--- src/rtl/qu_pkg.sv ---
// Shared types for the Qu Tomasulo core.
// Tag value zero marks a register with no pending writer.
package qu_pkg;

  localparam int QI_W = 6;
  localparam int RF_W = 32;
  localparam int RD_W = 5;

  localparam logic [QI_W-1:0] QI_NONE = '0;

  typedef logic [QI_W-1:0] tag_t;

  typedef struct packed {
    logic            busy;
    logic            done;
    logic [RD_W-1:0] rd;
    logic [RF_W-1:0] data;
  } rob_entry_t;

endpackage

--- src/rtl/rob_wcnt.sv ---
// Per-register count of in-flight ROB writers.
// Same-cycle inc and dec on one register cancel out.
module rob_wcnt #(
  parameter int NREG = 32,
  parameter int CW   = 6
) (
  input  logic                    clk_i,
  input  logic                    clr_i,
  input  logic                    inc_en_i,
  input  logic [$clog2(NREG)-1:0] inc_idx_i,
  input  logic                    dec_en_i,
  input  logic [$clog2(NREG)-1:0] dec_idx_i,
  input  logic [$clog2(NREG)-1:0] rd_idx_i,
  output logic [CW-1:0]           rd_cnt_o
);

  logic [CW-1:0] cnt_q [NREG];
  logic [CW-1:0] cnt_d [NREG];

  always_comb begin
    cnt_d = cnt_q;
    if (inc_en_i)
      cnt_d[inc_idx_i] = cnt_d[inc_idx_i] + CW'(1);
    if (dec_en_i)
      cnt_d[dec_idx_i] = cnt_d[dec_idx_i] - CW'(1);
  end

  always_ff @(posedge clk_i) begin
    if (clr_i) begin
      for (int i = 0; i < NREG; i++)
        cnt_q[i] <= '0;
    end else begin
      cnt_q <= cnt_d;
    end
  end

  assign rd_cnt_o = cnt_q[rd_idx_i];

endmodule

--- src/rtl/rob.sv ---
// Reorder buffer: allocates rename tags, captures CDB
// results, retires in program order into the RF.
module rob
  import qu_pkg::*;
#(
  parameter int ROB_DEPTH = 32,
  parameter int RF_WIDTH  = 32,
  parameter int RF_DEPTH  = 32,
  parameter int QI_WIDTH  = 6
) (
  input  logic                        clk,
  input  logic                        rst,
  input  logic                        flush,
  input  logic                        alloc_valid,
  output logic                        alloc_ready,
  input  logic [$clog2(RF_DEPTH)-1:0] alloc_rd,
  output logic [QI_WIDTH-1:0]         alloc_tag,
  input  logic                        cdb_valid,
  input  logic [QI_WIDTH-1:0]         cdb_tag,
  input  logic [RF_WIDTH-1:0]         cdb_data,
  input  logic [QI_WIDTH-1:0]         lk1_tag,
  input  logic [QI_WIDTH-1:0]         lk2_tag,
  output logic                        lk1_ready,
  output logic                        lk2_ready,
  output logic [RF_WIDTH-1:0]         lk1_data,
  output logic [RF_WIDTH-1:0]         lk2_data,
  output logic                        commit_valid,
  output logic [$clog2(RF_DEPTH)-1:0] commit_rd,
  output logic [RF_WIDTH-1:0]         commit_data,
  output logic [QI_WIDTH-1:0]         commit_tag,
  output logic                        commit_last_writer,
  output logic                        empty,
  output logic                        full
);

  localparam int AW = $clog2(ROB_DEPTH);
  localparam int CW = AW + 1;
  localparam int RW = $clog2(RF_DEPTH);
  localparam logic [QI_WIDTH-1:0] NONE = QI_WIDTH'(QI_NONE);

  logic [ROB_DEPTH-1:0] busy_q, done_q;
  logic [RW-1:0]        rd_q   [ROB_DEPTH];
  logic [RF_WIDTH-1:0]  data_q [ROB_DEPTH];
  logic [AW-1:0]        head_q, tail_q;
  logic [CW-1:0]        count_q, count_d;

  function automatic logic [AW-1:0] t2i(
    input logic [QI_WIDTH-1:0] t
  );
    return AW'(t - QI_WIDTH'(1));
  endfunction

  // Tags above ROB_DEPTH name no entry.
  function automatic logic tag_ok(
    input logic [QI_WIDTH-1:0] t
  );
    return (t != NONE) && (32'(t) <= 32'(ROB_DEPTH));
  endfunction

  logic          alloc_fire, conflict;
  logic          cdb_hit;
  logic [AW-1:0] cdb_idx, lk1_idx, lk2_idx;
  logic          lk1_byp, lk2_byp;
  logic [RW-1:0] rd_h;
  logic [CW-1:0] wcnt_h;

  assign full        = (count_q == CW'(ROB_DEPTH));
  assign empty       = (count_q == '0);
  assign alloc_ready = !full && !flush;
  assign alloc_fire  = alloc_valid && alloc_ready;
  assign alloc_tag   = QI_WIDTH'(tail_q) + QI_WIDTH'(1);

  assign cdb_idx = t2i(cdb_tag);
  assign cdb_hit = cdb_valid && tag_ok(cdb_tag)
                && busy_q[cdb_idx];

  assign lk1_idx   = t2i(lk1_tag);
  assign lk1_byp   = cdb_valid && (cdb_tag == lk1_tag);
  assign lk1_ready = tag_ok(lk1_tag) && busy_q[lk1_idx]
                  && (done_q[lk1_idx] || lk1_byp);
  assign lk1_data  = lk1_byp ? cdb_data : data_q[lk1_idx];

  assign lk2_idx   = t2i(lk2_tag);
  assign lk2_byp   = cdb_valid && (cdb_tag == lk2_tag);
  assign lk2_ready = tag_ok(lk2_tag) && busy_q[lk2_idx]
                  && (done_q[lk2_idx] || lk2_byp);
  assign lk2_data  = lk2_byp ? cdb_data : data_q[lk2_idx];

  // RF data write beats qi write, so a same-rd alloc
  // would lose its tag; hold the commit a cycle.
  assign rd_h     = rd_q[head_q];
  assign conflict = alloc_fire && (alloc_rd == rd_h)
                 && (rd_h != '0);
  assign commit_valid = busy_q[head_q] && done_q[head_q]
                     && !flush && !conflict;
  assign commit_rd    = rd_h;
  assign commit_data  = data_q[head_q];
  assign commit_tag   = QI_WIDTH'(head_q) + QI_WIDTH'(1);
  assign commit_last_writer = (wcnt_h == CW'(1));

  always_comb begin
    count_d = count_q;
    unique case ({alloc_fire, commit_valid})
      2'b10:   count_d = count_q + CW'(1);
      2'b01:   count_d = count_q - CW'(1);
      default: count_d = count_q;
    endcase
  end

  always_ff @(posedge clk) begin
    if (rst || flush) begin
      busy_q  <= '0;
      done_q  <= '0;
      head_q  <= '0;
      tail_q  <= '0;
      count_q <= '0;
    end else begin
      if (cdb_hit)
        done_q[cdb_idx] <= 1'b1;
      if (alloc_fire) begin
        busy_q[tail_q] <= 1'b1;
        done_q[tail_q] <= 1'b0;
        tail_q         <= tail_q + AW'(1);
      end
      if (commit_valid) begin
        busy_q[head_q] <= 1'b0;
        head_q         <= head_q + AW'(1);
      end
      count_q <= count_d;
    end
  end

  always_ff @(posedge clk) begin
    if (!rst && cdb_hit)
      data_q[cdb_idx] <= cdb_data;
    if (!rst && alloc_fire)
      rd_q[tail_q] <= alloc_rd;
  end

  rob_wcnt #(
    .NREG (RF_DEPTH),
    .CW   (CW)
  ) u_wcnt (
    .clk_i     (clk),
    .clr_i     (rst || flush),
    .inc_en_i  (alloc_fire),
    .inc_idx_i (alloc_rd),
    .dec_en_i  (commit_valid),
    .dec_idx_i (rd_h),
    .rd_idx_i  (rd_h),
    .rd_cnt_o  (wcnt_h)
  );

endmodule
--- config.mk ---
export PLATFORM = sky130hd
export DESIGN_NAME = rob
export DESIGN_NICKNAME = d
export VERILOG_FILES = /design/src/rtl/qu_pkg.sv /design/src/rtl/rob_wcnt.sv /design/src/rtl/rob.sv
export SDC_FILE = /design/constraint.sdc
export NUM_CORES = 2
export LEC_CHECK = 0
export CORE_ASPECT_RATIO = 1.2
export CORE_MARGIN = 2
export CORE_UTILIZATION = 29
export DETAILED_ROUTE_END_ITERATION = 10
export GPL_TIMING_DRIVEN = 0
export PLACE_DENSITY_LB_ADDON = 0.2
export SYNTH_ARGS = -nofsm -noshare
export SYNTH_HDL_FRONTEND = slang
export SYNTH_SLANG_ARGS = --single-unit
export TNS_END_PERCENT = 50
--- constraint.sdc ---
create_clock -name clk -period 7.73 [get_ports clk]
set_input_delay 1.546 -clock clk [delete_from_list [all_inputs] [get_ports clk]]
set_output_delay 1.546 -clock clk [all_outputs]
set_load 0.1 [all_outputs]
# Yosys cells after proc, flatten, opt, wreduce, memory -nomap -nowiden
# Memories as Yosys holds them, arrays and structs flattened. A register that Yosys moved wholly into a read port is not among the register bits.
# Index checks and enable logic that the tools add are counted.
# word_totals
mem_bits_rw	1184
memories	2
romBits	0
input_bits	60
latch_bits	0
register_bits	272
out_inout_bits	120
wordCells	172
# op_classes
mul	0
mux	54
div_mod_pow	0
n_addsub	11
shifts	0
order_cmp	15
n_bitwise	8
eq_ne	7
reduce_logical	38
# memory_table
name	words	width	read_ports	rd_ports_with_merged_regs	wr	line	rtl
data_q	32	32	3	1	1	rob.sv:43	logic [RF_WIDTH-1:0] data_q [ROB_DEPTH];
rd_q	32	5	1	1	1	rob.sv:42	logic [RW-1:0] rd_q [ROB_DEPTH];
# op_table
operator	count
$bwmux W192	2
$mux W192	2
$mux W32	8
$bmux W6 S5	3
$and A32 B32 Y32	2
$not A32 Y32	2
$or A32 B32 Y32	2
$demux W6 S5	2
$mux W6	8
$bmux W1 S5	7
$lt A5 B6 Y1 const B	5
$logic_and A1 B1 Y1	25
$mux W5	4
$le A6 B6 Y1 const B	3
$reduce_bool A6 Y1	3
$demux W1 S5	3
$ge A5 B1 Y1 const B	3
$sub A5 B1 Y5 const B	3
$mux W1	14
$add A5 B1 Y6 const B	2
$add A6 B1 Y6 const B	2
$eq A6 B6 Y1	2
$ge A6 B6 Y1 const B	2
$lt A6 B1 Y1 const B	2
14 further kinds	22

# Depth between registers and ports, before layout
# depth
ltp_word	13
ltp_mapped	25
depth_no_buf	18

# Modules after synthesis
# Synthesis repeated with hierarchy kept, for this count alone.
# hier_totals
cells_unflattened	5333
hier_area_um2	82965.8
# by_module_without_submodules
mod	n_inst	area_each_um2	cells_each	seq_area_each_um2
rob	1	67578.6	3499	37255.7
rob_wcnt	1	15387.3	1834	3843.7

# Worst setup path after synthesis
# No wires, ideal clock.
# synth_path
kind	input to output
startpoint	input lk1_tag[0]
endpoint	output lk1_data[15]
path_slack_ps	-936
required_ps	6184
cell_stages	11
path_buffers	5
arrival_ps	7120
cell_sequence	clkbuf_1 clkbuf_1 buf_1 inv_1 ha_1 xnor2_1 clkbuf_1 buf_1 mux4_2 mux2i_1 o21ai_0
# synth_between
elab_chain_len	3
elab_cells_between_ends	5
cone_classes	1 x add/sub; 1 x eq/ne; 1 x mux; 1 x reduce/logical; 1 x memory
# synth_lines
item	line	rtl
start, declared	rob.sv:21	input logic [QI_WIDTH-1:0] lk1_tag,
$sub A5 B1 Y5 or $eq A6 B6 Y1 (tied branches)	rob.sv:50, rob.sv:78	
$mem_v2 Z32 W32 or $logic_and A1 B1 Y1 (tied branches)	n/a	
$mux W32 *	rob.sv:81	assign lk1_data = lk1_byp ? cdb_data : data_q[lk1_idx];
end, declared	rob.sv:25	output logic [RF_WIDTH-1:0] lk1_data,
# Every way passes the cells marked *; elsewhere a longest branch is shown, timed or not.

# Worst setup path in the final report
# layout_path
startpoint	input alloc_rd[1]
endpoint	register u_wcnt.cnt_q[185] in the netlist's numbering
# layout_between
elab_chain_len	13
elab_cells_between_ends	23
cone_classes	2 x add/sub; 2 x order compare; 1 x eq/ne; 12 x mux; 1 x bitwise; 5 x reduce/logical
# layout_lines
item	line	rtl
start, declared	rob.sv:16	input logic [$clog2(RF_DEPTH)-1:0] alloc_rd,
$not A5 Y6 (implied by the code)	rob_wcnt.sv:23	cnt_d[inc_idx_i] = cnt_d[inc_idx_i] + CW'(1);
$bmux W6 S5 (tied with other cells)	rob_wcnt.sv:23	
$mux W6 (implied by the code) or $logic_and A1 B1 Y1 (tied branches)	rob_wcnt.sv:23	
$mux W6 (implied by the code)	rob_wcnt.sv:23	
$add A6 B1 Y6 or $demux W6 S5 (tied branches)	rob_wcnt.sv:23	
$bwmux W192	rob_wcnt.sv:23	
$mux W192	rob_wcnt.sv:22	if (inc_en_i)
$bmux W6 S5	rob_wcnt.sv:25	cnt_d[dec_idx_i] = cnt_d[dec_idx_i] - CW'(1);
$mux W6 (implied by the code) (2 in series)	rob_wcnt.sv:25	
$sub A6 B1 Y6	rob_wcnt.sv:25	
$bwmux W192	rob_wcnt.sv:25	
$mux W192 *	rob_wcnt.sv:24	if (dec_en_i)
end signal, assigned	rob_wcnt.sv:33	cnt_q <= cnt_d;
end, declared	rob_wcnt.sv:17	logic [CW-1:0] cnt_q [NREG];
# Every way passes the cells marked *; elsewhere a longest branch is shown, timed or not. The select of a mux whose other input is x is not followed.
# A chain may end at the register's enable or synchronous reset.

==> metrics.txt <==
number of CTS-inserted buffers 181; Post-Syn Instances 5532; clock power share 43.0%; outcome complete, but fails checks; # IOs 180; CP bufs+invs 11; Main synth FF type edfxtp_1; max-cap violations 1; post-route antenna net violation count 0; syn nets 5614; routed via count 61800; Startpoint Class input pin; area occupied by multi-input gates 39400 µm²; synthesized area 82100 µm²; H-tree depth 4; max-slew violation count 11; Sw Pwr 0.00561 W; cells along the critical path buf_6 > buf_6 > buf_6 > buf_6 > buf_6 > buf_6 > mux2i_4 > o22ai_1 > nor4_2 > and2_4 > inv_2 > a31oi_4 > nor2_1 > buf_2 > a21oi_1 > a211oi_1 > a2111oi_1 > nand3_1 > nor3b_4 > buf_4 > buf_6 > buf_4 > nand4_1 > o311ai_0; gr usage total 28.3%; Min Hold Slack 0.517 ns; P_int 0.0142 W; worst-path fanout max 33; Hold Path Class flip-flop to flip-flop; Synth top area share 43.3%; Unique masters post-synth 98; fin crit period 7.87 ns; fin util 34.4%; synthesis-stage register bit count 1461; sequential cell area 41100 µm²; clock sink total 1461; routed wire length 416 mm; Synth area leaders edfxtp_1 43%, mux4_2 29%, dfxtp_1 6.8%; RSZ-0062 raised after global routing true; chip width 490 µm; CP Class input pin to flip-flop; Root Driver clkbuf_16; DIE HEIGHT 587 µm; area grow syn2layout 18.3%; r2r endpoint u_wcnt.cnt_q[58]$_SDFF_PP0_; R2R cell count 22; slack of the critical path -0.137 ns; layout cell share with drive strength beyond 1 31.8%; Yosys warnings 0; critical path's largest stage delay 0.60 ns; combinational share of power 14.1%; Setup crit end kind flip-flop; Crit path top cell by count buf_6; Slew @ Worst Pin 1.52 ns; clk buf depth 4; number of core rows 214; final setup vio count 44; routed vias/inst 6.24; port bufs 175; initial antenna violation count 29; drt wl/cell 42.0 µm; Reg power frac 42.9%; Min-Delay Endpoint done_q[2]$_SDFF_PP0_; top cells by count, synth 1184 x edfxtp_1, 1052 x mux4_2, 408 x nand2_1, 351 x nor2_1, 332 x clkbuf_1; most frequent cell after synthesis edfxtp_1; slowest stage cell, crit path a2111oi_1; pwr dens 204 nW/µm²; crit share post-route 102%; violated checks max-capacitance violations, max-slew violations, negative setup slack; TritonRoute pass-1 iters 7; number of global-route vias before repair 61000; CTS tree done; sequential fraction of the synthesis area 50.1%; post-DP HPWL 303 mm; Setup TNS Final -1.94 ns; GPL Wtd Cong 1.04; DIE AREA 287000 µm²; # fillers 27200; min-delay src done_q[2]$_SDFF_PP0_; fin nets 6058; Hold Vio Cnt, Final 0; ys async rst share 0%; Worst EP arrival 8.58 ns; grt ovf 0; first-pass GRT wire length 552 mm; largest net degree at the start of global routing 41; most area-hungry cell type in the Yosys netlist edfxtp_1; Worst R2R Setup Slack 0.36 ns; Iteration-0 DRC Markers 8094; Starting Density 29.1%; number of remaining DRC errors 0; CP delay by family, top buffers and inverters; worst vdd ir 0.000180 V; clk_lat worst skew 0.92 ns; Final Skew 0.0717 ns; Cells on Worst Hold Path 2; static leakage 29.6 nW; Core Box Area 282000 µm²; Sw Share 28.3%; Required @ worst endpoint 8.44 ns; Crit path depth 24; clock slew at reported path FFs 0.06 ns; Rel. slew slack -1.50%; syn_area_per_cell 14.8 µm²; Post-synth EDFFs 1184; f_max 127 MHz
-- kinds of logic (layout without fill, tap and decap cells) --
| group | Yosys count | after routing | synth area share (%) |
|---|---|---|---|
| compound gates | 833 | 833 | 6.52 |
| xor+xnor | 49 | 49 | 0.523 |
| fa+ha+maj | 22 | 22 | 0.344 |
| buf+inv | 548 | 1127 | 2.78 |
| flops | 1461 | 1461 | 50.1 |
| mux | 1327 | 1327 | 32.3 |
| other cells | 0 | 11 | 0 |
| simple gates | 1292 | 1292 | 7.48 |
-- stage by stage --
step / setup WS (ns) / area [µm²] / total power [W] / cells
6_report: -0.137 / 97100 / 0.0198 / 9902
5_1_grt: -0.122 / 97100 / 0.0202 / 9893
4_1_cts: -0.161 / 96900 / 0.0199 / 9877
3_5_place_dp: -4.73 / 90300 / 0.0114 / 9557
3_3_place_gp: -6.15 / 88600 / 0.0114 / 9487
2_1_floorplan: -0.518 / 82100 / 0.0103 / 5532
-- power groups by stage --
stage / logic [W] / clock network (W) / registers [W]
6_report: 0.00280 / 0.00852 / 0.00850
3_5_place_dp: 0.00277 / 0 / 0.00867
2_1_floorplan: 0.00161 / 0 / 0.00866
5_1_grt: 0.00283 / 0.00887 / 0.00850
3_3_place_gp: 0.00276 / 0 / 0.00867
4_1_cts: 0.00277 / 0.00861 / 0.00850
-- layout make-up --
cell class                      count  share of cell area (%)
Antenna cell                       11                  0.0284
Buffer                            511                    2.90
Clock buffer                      231                    4.98
Clock inverter                     87                   0.858
Inverter                           29                   0.121
Multi-Input combinational cell   3523                    40.6
Sequential cell                  1461                    42.3
Tap cell                         3780                    4.87
Timing Repair Buffer              269                    3.31
-- worst reg2reg max path, stage by stage (launching register included) --
cell and delay, ns:
dfxtp_1 0.36, buf_4 0.25, buf_6 0.22, buf_4 0.26, buf_4 0.35, mux4_2 0.27, o22ai_1 0.18, nor4_4 0.55
buf_4 0.26, nand2_1 0.36, nor2_1 0.82, o21ai_0 0.30, nor3_1 0.56, nor4_1 0.13, o211a_1 0.16, buf_2 0.23
clkbuf_2 0.31, ha_1 0.33, nand2_1 0.17, nor2_1 0.10, xnor2_2 0.43, clkbuf_4 0.46, a211oi_1 0.13
-- timing repair --
| action | in CTS | in global routing |
|---|---|---|
| resized for setup | 560 | 97 |
| setup endpoints to repair | 292 | 152 |
| pin swaps | 8 | 9 |
| hold buffers | 0 | 0 |
| buffers inserted | 10 | 11 |
-- placed cells by master, fill, tap and decap left out, types with 69 or more instances in the layout --
cell type,instances
clkbuf_16,185
nand3_1,107
a211oi_1,69
mux4_2,1052
nor2_1,315
a21oi_1,151
edfxtp_1,1184
mux2i_1,227
nand2_1,407
clkbuf_2,118
o21ai_0,236
nor3_1,143
clkbuf_1,235
clkdlybuf4s50_1,85
dfxtp_1,277
-- worst max-delay path by stage --
| stage | start | to | slack (ns) |
|---|---|---|---|
| 5_1_grt | cdb_tag[0] | lk1_data[11] | -0.12 |
| 2_1_floorplan | lk1_tag[0] | lk1_data[7] | -0.52 |
| 3_5_place_dp | alloc_rd[4] | u_wcnt.cnt_q[146]$_SDFF_PP0_ | -4.73 |
| 4_1_cts | flip-flop | commit_data[24] | -0.16 |
| 6_report | alloc_rd[1] | u_wcnt.cnt_q[185]$_SDFF_PP0_ | -0.14 |
| 3_3_place_gp | cdb_tag[0] | data_q[27][13]$_DFFE_PP_ | -6.15 |
-- routing by layer --
layer  global-route usage [%]  share of wire (%)  vias up
li1                         -                  -    23800
met3                     6.59                9.1     1129
met1                     34.1                 36    32600
met2                     45.8                 47     4190
met5                        0              0.022        -
met4                     17.7                7.6       16
-- registers in the layout (all words and copies together), names as in the netlist, named ones only --
register,cells
u_wcnt.cnt_q,192
data_q,1024
head_q,5
tail_q,5
rd_q,160
busy_q,32
count_q,6
done_q,32
Power figures use the tool's default switching activity.
